[src/rtl/pc_redirect_ctrl_pkg.sv]
// Shared definitions for the fetch PC redirect controller: op codes, FSM states
// and the default reset PC.
package pc_redirect_ctrl_pkg;

    localparam logic [31:0] DEFAULT_RESET_PC = 32'h0000_3000;

    localparam logic [2:0] NPC_NORMAL = 3'b000;
    localparam logic [2:0] NPC_JIMM   = 3'b001;
    localparam logic [2:0] NPC_JINDEX = 3'b010;
    localparam logic [2:0] NPC_JREG   = 3'b011;

    typedef enum logic {
        ST_RUN  = 1'b0,
        ST_PEND = 1'b1
    } state_e;

endpackage

[src/rtl/pc_redirect_ctrl_if.sv]
// Redirect request channel from decode-stage branch resolution to the PC controller.
interface pc_redirect_ctrl_if;

    logic        redir_valid;
    logic        redir_ready;
    logic [2:0]  redir_op;
    logic        redir_taken;
    logic [31:0] redir_bpc;
    logic [31:0] redir_imm;
    logic [31:0] redir_reg;

    modport master (
        output redir_valid, redir_op, redir_taken, redir_bpc, redir_imm, redir_reg,
        input  redir_ready
    );

    modport slave (
        input  redir_valid, redir_op, redir_taken, redir_bpc, redir_imm, redir_reg,
        output redir_ready
    );

endinterface

[src/rtl/pc_redirect_ctrl_npc_target_calc.sv]
// Combinational next-PC target and effective-redirect decode.
// With PC_ALIGN_CHECK_EN defined, targets are word-aligned and misalignment is flagged.
module npc_target_calc
    import pc_redirect_ctrl_pkg::*;
#(
    parameter logic [31:0] RESET_PC = DEFAULT_RESET_PC
) (
    input  logic [2:0]  op,
    input  logic        taken,
    input  logic [31:0] bpc,
    input  logic [31:0] imm,
    input  logic [31:0] reg_tgt,
    output logic        redirect,
    output logic [31:0] target,
    output logic        align_fault
);

    logic [31:0] raw_target;

    // Not-taken branches and op 000 are not redirects at all.
    always_comb begin
        redirect   = 1'b0;
        raw_target = '0;
        if (op[2]) begin
            redirect   = 1'b1;
            raw_target = RESET_PC;
        end else begin
            case (op)
                NPC_JIMM: begin
                    if (taken) begin
                        redirect   = 1'b1;
                        raw_target = bpc + 32'd4 + (imm << 2);
                    end
                end
                NPC_JINDEX: begin
                    redirect   = 1'b1;
                    raw_target = {bpc[31:28], imm[25:0], 2'b00};
                end
                NPC_JREG: begin
                    redirect   = 1'b1;
                    raw_target = reg_tgt;
                end
                default: begin
                    redirect   = 1'b0;
                    raw_target = '0;
                end
            endcase
        end
    end

`ifdef PC_ALIGN_CHECK_EN
    assign target      = {raw_target[31:2], 2'b00};
    assign align_fault = redirect & (|raw_target[1:0]);
`else
    assign target      = raw_target;
    assign align_fault = 1'b0;
`endif

endmodule

[src/rtl/pc_redirect_ctrl.sv]
// Fetch PC register with a single-entry buffer for redirects that arrive during a stall.
// Optional sticky alignment flag under PC_ALIGN_CHECK_EN.
module pc_redirect_ctrl
    import pc_redirect_ctrl_pkg::*;
#(
    parameter logic [31:0] RESET_PC = DEFAULT_RESET_PC,
    parameter int          ADDR_W   = 32
) (
    input  logic                 clk,
    input  logic                 reset,
    input  logic                 stall_i,
    pc_redirect_ctrl_if.slave    rif,
    output logic [ADDR_W-1:0]    pc_o,
    output logic                 pend_o,
    output logic                 align_err_o
);

    state_e      state, state_nxt;
    logic [31:0] pc_q, pc_nxt;
    logic [31:0] pend_q, pend_nxt;
    logic        err_q, err_nxt;
    logic        redirect;
    logic [31:0] target;
    logic        align_fault;
    logic        accept;

    npc_target_calc #(
        .RESET_PC (RESET_PC)
    ) u_target (
        .op          (rif.redir_op),
        .taken       (rif.redir_taken),
        .bpc         (rif.redir_bpc),
        .imm         (rif.redir_imm),
        .reg_tgt     (rif.redir_reg),
        .redirect    (redirect),
        .target      (target),
        .align_fault (align_fault)
    );

    assign rif.redir_ready = (state == ST_RUN);
    assign accept          = rif.redir_valid & rif.redir_ready & redirect;

    always_ff @(posedge clk or posedge reset) begin
        if (reset) begin
            state  <= ST_RUN;
            pc_q   <= RESET_PC;
            pend_q <= '0;
            err_q  <= 1'b0;
        end else begin
            state  <= state_nxt;
            pc_q   <= pc_nxt;
            pend_q <= pend_nxt;
            err_q  <= err_nxt;
        end
    end

    // Leaving PEND always applies the buffered target; a new request waits for RUN.
    always_comb begin
        state_nxt = state;
        pc_nxt    = pc_q;
        pend_nxt  = pend_q;
        err_nxt   = err_q | (accept & align_fault);
        case (state)
            ST_RUN: begin
                if (accept) begin
                    if (stall_i) begin
                        pend_nxt  = target;
                        state_nxt = ST_PEND;
                    end else begin
                        pc_nxt = target;
                    end
                end else if (!stall_i) begin
                    pc_nxt = pc_q + 32'd4;
                end
            end
            ST_PEND: begin
                if (!stall_i) begin
                    pc_nxt    = pend_q;
                    state_nxt = ST_RUN;
                end
            end
            default: state_nxt = ST_RUN;
        endcase
    end

    assign pc_o        = pc_q;
    assign pend_o      = (state == ST_PEND);
    assign align_err_o = err_q;

endmodule

[src/flat_wrapper.sv]
// flat-port wrapper written by rule: the top's interface ports become plain ports
module pc_redirect_ctrl_flat import pc_redirect_ctrl_pkg::*;
#(
    parameter logic [31:0] RESET_PC = DEFAULT_RESET_PC,
    parameter int          ADDR_W   = 32
)
  (clk, reset, stall_i, pc_o, pend_o, align_err_o, rif_redir_valid, rif_redir_op, rif_redir_taken, rif_redir_bpc, rif_redir_imm, rif_redir_reg, rif_redir_ready);
  pc_redirect_ctrl_if rif_i ();
  input  logic clk;
  input  logic reset;
  input  logic stall_i;
  output logic [ADDR_W-1:0] pc_o;
  output logic pend_o;
  output logic align_err_o;
  input wire logic [$bits(rif_i.redir_valid)-1:0] rif_redir_valid;
  input wire logic [$bits(rif_i.redir_op)-1:0] rif_redir_op;
  input wire logic [$bits(rif_i.redir_taken)-1:0] rif_redir_taken;
  input wire logic [$bits(rif_i.redir_bpc)-1:0] rif_redir_bpc;
  input wire logic [$bits(rif_i.redir_imm)-1:0] rif_redir_imm;
  input wire logic [$bits(rif_i.redir_reg)-1:0] rif_redir_reg;
  output wire logic [$bits(rif_i.redir_ready)-1:0] rif_redir_ready;
  assign rif_i.redir_valid = rif_redir_valid;
  assign rif_i.redir_op = rif_redir_op;
  assign rif_i.redir_taken = rif_redir_taken;
  assign rif_i.redir_bpc = rif_redir_bpc;
  assign rif_i.redir_imm = rif_redir_imm;
  assign rif_i.redir_reg = rif_redir_reg;
  assign rif_redir_ready = rif_i.redir_ready;
  pc_redirect_ctrl #(.RESET_PC(RESET_PC), .ADDR_W(ADDR_W)) u_core (.clk(clk), .reset(reset), .stall_i(stall_i), .rif(rif_i), .pc_o(pc_o), .pend_o(pend_o), .align_err_o(align_err_o));
endmodule
[config.mk]
export PLATFORM = sky130hd
export DESIGN_NAME = pc_redirect_ctrl_flat
export DESIGN_NICKNAME = d
export VERILOG_FILES = /design/src/rtl/pc_redirect_ctrl_pkg.sv /design/src/rtl/pc_redirect_ctrl_if.sv /design/src/rtl/pc_redirect_ctrl_npc_target_calc.sv /design/src/rtl/pc_redirect_ctrl.sv /design/src/flat_wrapper.sv
export SDC_FILE = /design/constraint.sdc
export NUM_CORES = 1
export LEC_CHECK = 0
export ABC_CLOCK_PERIOD_IN_PS = 2200
export BUFFER_PORTS_ARGS = -buffer_cell sky130_fd_sc_hd__buf_2
export CORE_AREA = 2 2 102 154
export CTS_CLUSTER_SIZE = 16
export DETAILED_ROUTE_END_ITERATION = 7
export DIE_AREA = 0 0 104 156
export SYNTH_ARGS = -nofsm -noshare
export SYNTH_HDL_FRONTEND = slang
export SYNTH_SLANG_ARGS = --single-unit
export TNS_END_PERCENT = 30
[constraint.sdc]
create_clock -name clk -period 2.2 [get_ports clk]
set_input_delay 0.11 -clock clk [delete_from_list [all_inputs] [get_ports clk]]
set_output_delay 0.11 -clock clk [all_outputs]
set_load 0.05 [all_outputs]
After elaboration in Yosys (flattened, before gate mapping)
Index checks and enable logic that the tools add are counted.
{"block": "classes", "n_addsub": 3, "multipliers": 0, "n_div": 0, "n_lt_le_gt_ge": 0, "n_eq_ne": 5, "shifts": 0, "mux": 14, "n_bitwise": 3, "reduce_logical": 3}
{"op": "$mux 32", "n": 6}
{"op": "$pmux 32 s3", "n": 1}
{"op": "$add 32x3->32 const B", "n": 2}
{"op": "$pmux 32 s2", "n": 1}
{"op": "$add 32x32->32", "n": 1}
{"op": "$eq 3x2->1 const B", "n": 2}
{"op": "$mux 1", "n": 4}
{"op": "$ne 2x2->1 const B", "n": 2}
{"op": "$pmux 1 s2", "n": 2}
{"op": "$eq 3x1->1 const B", "n": 1}
{"op": "$reduce_and 3->1", "n": 1}
{"op": "$and 1x1->1", "n": 2}
{"op": "$reduce_and 2->1", "n": 1}
{"op": "$reduce_or 2->1", "n": 1}
{"op": "$not 1->1", "n": 1}
{"block": "totals", "register_bits": 65, "latch_bits": 0, "ramBits": 0, "romBits": 0, "output_inout_bits": 35, "word_cells": 31, "memories": 0}

Depth between registers and ports, before layout
{"block": "depth", "depth_word": 8, "ltp_mapped": 15}

By module
Synthesis repeated with hierarchy kept, for this count alone.
{"block": "unflattened", "cells_unflattened": 737, "hier_area_um2": 6319.8}
{"mod": "pc_redirect_ctrl", "instances": 1, "cells_per_inst": 418, "area_each_um2": 3928.8, "seq_area_each_um2": 1654.1}
{"mod": "npc_target_calc", "instances": 1, "cells_per_inst": 319, "area_each_um2": 2391.0, "seq_area_each_um2": 0.0}

Worst setup path after synthesis
No wires, ideal clock.
{"block": "synth_path", "kind": "input -> register", "startpoint": "input rif_redir_imm[1]", "endpoint": "register u_core.pc_q[23] (netlist: u_core.pc_o[23])", "setup_time_ns": 0.124, "arrival_ns": 2.499, "required_ns": 2.076, "slack_ns": -0.423, "stages": 13, "n_path_buf": 0, "cell_sequence": "ha_1 > ha_1 > inv_1 > fa_1 > nand2b_1 > a21oi_1 > o21bai_2 > a21oi_1 > nor2_1 > xnor2_1 > a222oi_1 > a21oi_1 > a211o_1"}
{"block": "synth_via", "elab_chain_cells": 7}
{"element": "from (decl)", "line_no": "flat_wrapper.sv:19", "source": "input wire logic [$bits(rif_i.redir_imm)-1:0] rif_redir_imm;"}
{"element": "$add 32x32->32", "line_no": "pc_redirect_ctrl_npc_target_calc.sv:32", "source": "raw_target = bpc + 32'd4 + (imm << 2);"}
{"element": "$mux 32", "line_no": "pc_redirect_ctrl_npc_target_calc.sv:30", "source": "if (taken) begin"}
{"element": "$pmux 32 s3", "line_no": "pc_redirect_ctrl_npc_target_calc.sv:28", "source": "case (op)"}
{"element": "$mux 32", "line_no": "pc_redirect_ctrl_npc_target_calc.sv:24", "source": "if (op[2]) begin"}
{"element": "$mux 32", "line_no": "pc_redirect_ctrl.sv:66", "source": "if (stall_i) begin"}
{"element": "$mux 32", "line_no": "pc_redirect_ctrl.sv:65", "source": "if (accept) begin"}
{"element": "$pmux 32 s2", "line_no": "pc_redirect_ctrl.sv:63", "source": "case (state)"}
{"element": "to (signal assigned)", "line_no": "pc_redirect_ctrl.sv:51", "source": "pc_q <= pc_nxt;"}
{"element": "to (decl)", "line_no": "pc_redirect_ctrl.sv:19", "source": "logic [31:0] pc_q, pc_nxt;"}
No other way between the ends. The select of a mux whose other input is x is not followed.
A chain may end at the register's enable or synchronous reset.

Worst setup path after layout
{"block": "layout_path", "startpoint": "input rif_redir_imm[1]", "endpoint": "register u_core.pc_q[9] (netlist: u_core.pc_o[9])"}
Same word-level chain as after synthesis.

==> reports/qor.txt <==
Status - complete, but fails checks
Failing checks - negative setup slack
Detailed Routing Iterations Pass 1 - 7
NetSw - 2.308 mW
TNS Setup - -3632 ps
Total power - 5.950 mW
Nets - 1156
Hold worst-path end - u_core.pend_q[17]$_DFFE_PP0P_
Die Y - 156 microns
Post-synthesis cell count - 717
Worst hold path class - in2reg
Crit end category - register
Comb pwr share - 0.489
Predominant post-synthesis flop cell - dfrtp_1
H-tree depth - 3
Largest net degree at the start of global routing - 66
Starting Density - 0.3934
Row count - 55
Gr usage total - 0.2497
First-pass GRT wire length - 32.87 mm
Max Clock Skew - 5.435 ps
Boundary Pins - 139
CTS tree - done
Initial antenna violation count - 0
IO Port Bufs - 135
FF-to-FF End - u_core.pc_o[31]$_DFFE_PP0P_
Worst slew margin - 0.2845
Max cap viols - 0
Startpoint types - primary input
Hold Path Depth - 3
Placer congestion estimate - 0.8769
# placed instances - 1160
Residual DRC - 0
Max Root-Sink Buffers - 2
Vias per cell - 5.578
Most used cells in the layout excluding fill and tap cells - buf_4 (163), buf_2 (128), nand2_1 (70), a21oi_1 (63), nor2_1 (56)
Power Dens Cells - 650.1 nW/um^2
Clock latency on the worst-skew pair - 330 ps
Origin of the worst min-delay path - rif_redir_reg[17]
Leak pwr - 4.169 nW
Clock network fraction of total power - 0.242
Switching Fraction - 0.3879
Area of the mapped netlist - 5848 sq um
Setup violations, final - 28
CTS clk-pin slew, worst paths - 50 ps
Peak supply drop - 0.0004857 V
Number of synthesis warnings - 0
Worst-Margin Slew - 1069 ps
Post-synth EDFFs - 0
Unique masters post-synth - 70
RSZ-0062 raised after global routing - yes
Min cycle time layout - 2475 ps
Wirelength, routed - 20.55 mm
Buf+Inv Stages, Crit Path - 4
Reg2Reg Setup Slack - -140 ps
WL/cell - 17.17 microns
Sink Count - 65
Most common cell after layout, fill and taps aside - buf_4
CP max FO - 2
Sequential area share after synthesis - 0.2786
DRT iter0 DRCs - 376
R2r worst-path depth - 9
FF-to-FF Start - u_core.pc_o[12]$_DFFE_PP1P_
Crit path DAT - 2670 ps
Final Non-Filler Cells - 1197
Worst EP required - 2390 ps
CP Cell Sequence - buf_8 > ha_4 > ha_4 > inv_2 > fa_2 > nand2b_4 > a21oi_4 > buf_6 > nor2_1 > xnor2_1 > a222oi_1 > buf_4 > a211oi_2 > a211oi_2 > a21oi_1
Vias in the first global route - 6819
Pre-CTS setup slack - -679.4 ps
Root Buffer - clkbuf_16
Gr ovfl total - 0
Hold slack - 86.49 ps
Area Overhead vs Synth - 56.50%
Max frequency - 404.1 MHz
Slowest-stage cell, CP - a222oi_1
Async SR Flop Fraction - 1.000
Slew Viols, Final - 0
Internal Power - 3.642 mW
CTS Buf Count - 9
DR vias - 6677
Mapped Nets - 880
Synthesized flop and latch total - 65
Die Wd - 104 microns
Setup slack after layout - -274.7 ps
Final Cycle Share - 1.125
Hold Vio Cnt, Final - 0
Reg power frac - 0.269
Dpl hpwl - 15.50 mm
Kind of critical path - in2reg
Syn avg cell area - 8.156 sq um
Core ar. - 14860 sq um
Share of layout cells above drive strength 1 - 0.4599
Crit-path max cell delay - 500 ps
ANT cells - 0
Final ANT Viol Nets - 0
Die area - 16220 sq um
Worst path top cell family by delay - compound AO/OA/AOI/OAI gates
[cells in the mapped netlist (8+ instances only)]
| library cell | n | area (sq um) |
|---|---|---|
| a211oi_1 | 18 | 135.1 |
| nand2_1 | 75 | 281.5 |
| a21oi_1 | 77 | 385.4 |
| nor3_1 | 13 | 65.06 |
| a22oi_1 | 11 | 82.58 |
| a222oi_1 | 16 | 160.2 |
| o21ai_0 | 49 | 245.2 |
| clkbuf_1 | 33 | 123.9 |
| nand3_1 | 12 | 60.06 |
| xnor2_1 | 32 | 280.3 |
| buf_1 | 8 | 30.03 |
| nand4_1 | 9 | 56.30 |
| and3_1 | 12 | 75.07 |
| dfrtp_1 | 63 | 1577 |
| ha_1 | 58 | 725.7 |
| xor2_1 | 16 | 140.1 |
| a221oi_1 | 14 | 122.6 |
| nor2_1 | 60 | 225.2 |
| inv_1 | 31 | 116.4 |
[layer usage]
layer | track usage | routed length (microns) | vias up
met4 | 0.1023 | 636 | 0
met3 | 0.02632 | 872 | 48
met1 | 0.2913 | 8394 | 3218
met5 | 0 | 0 | -
met2 | 0.4640 | 10650 | 204
li1 | - | - | 3207
[repair_timing]
action                                 in CTS  in global routing
endpoints found under the hold margin      63                  0
hold buffers                                1                  0
buffers inserted                           13                 10
setup endpoints to repair                  29                 41
pin swaps                                  35                 70
resized for setup                          67                 54
[registers in the layout, indices dropped and copies added (netlist names)]
| name | cells |
|---|---|
| u_core.pend_q | 32 |
| u_core.pend_o | 1 |
| u_core.pc_o | 32 |
[kinds of logic after synthesis]
| kind of cell | after synthesis | share of synthesized area |
|---|---|---|
| buffers and inverters | 75 | 0.04899 |
| DFF | 65 | 0.2786 |
| adders and majority gates | 59 | 0.1275 |
| xor gates and xnor gates | 48 | 0.07189 |
| other | 1 | 0.0006412 |
| and+or+nand+nor | 210 | 0.1716 |
| muxes | 8 | 0.01540 |
| AOI/OAI and AO/OA | 251 | 0.2854 |
[worst min-delay path: cells and delay by family]
family / cells / cell delay, ps
AO/OA/AOI/OAI: 2 / 170
buffers and inverters: 1 / 100
[power groups by stage]
| stage | Sequential (mW) | Combinational [mW] | Clock, mW |
|---|---|---|---|
| 2_1_floorplan | 2.03 | 1.20 | 0 |
| 3_3_place_gp | 1.60 | 2.54 | 0 |
| 3_5_place_dp | 1.61 | 2.59 | 0 |
| 4_1_cts | 1.60 | 2.77 | 1.46 |
| 5_1_grt | 1.63 | 3.14 | 1.50 |
| 6_report | 1.60 | 2.91 | 1.44 |
[through the flow]
stage,utilization,cell area [sq um]
floorplan,-,6146
global placement,0.5430,8071
detailed placement,0.5430,8071
CTS,0.5956,8853
global route,0.6157,9153
finish,0.6157,9153
[cell type report]
type / count / area, sq um
Fill cell: 1299 / 5712
Multi-Input combinational cell: 577 / 4758
Timing Repair Buffer: 308 / 2085
Sequential cell: 65 / 1639
Clock buffer: 13 / 260.3
Tap cell: 199 / 249.0
Inverter: 32 / 121.4
Clock inverter: 3 / 40.04
[worst max path at each step]
stage | slack (ps) | end | cells after the start | from
after floorplan | -240 | u_core.pc_o[31]$_DFFE_PP0P_ | 9 | u_core.pc_o[12]$_DFFE_PP1P_
after global placement | -730 | u_core.pc_o[26]$_DFFE_PP0P_ | 12 | rif_redir_imm[17]
after detailed placement | -680 | u_core.pc_o[26]$_DFFE_PP0P_ | 13 | rif_redir_imm[15]
after CTS | -190 | u_core.pc_o[15]$_DFFE_PP0P_ | 15 | rif_redir_imm[1]
after global routing | -370 | u_core.pc_o[15]$_DFFE_PP0P_ | 13 | rif_redir_imm[6]
final | -270 | u_core.pc_o[9]$_DFFE_PP0P_ | 15 | rif_redir_imm[1]
(Power assumes the default switching activity.)
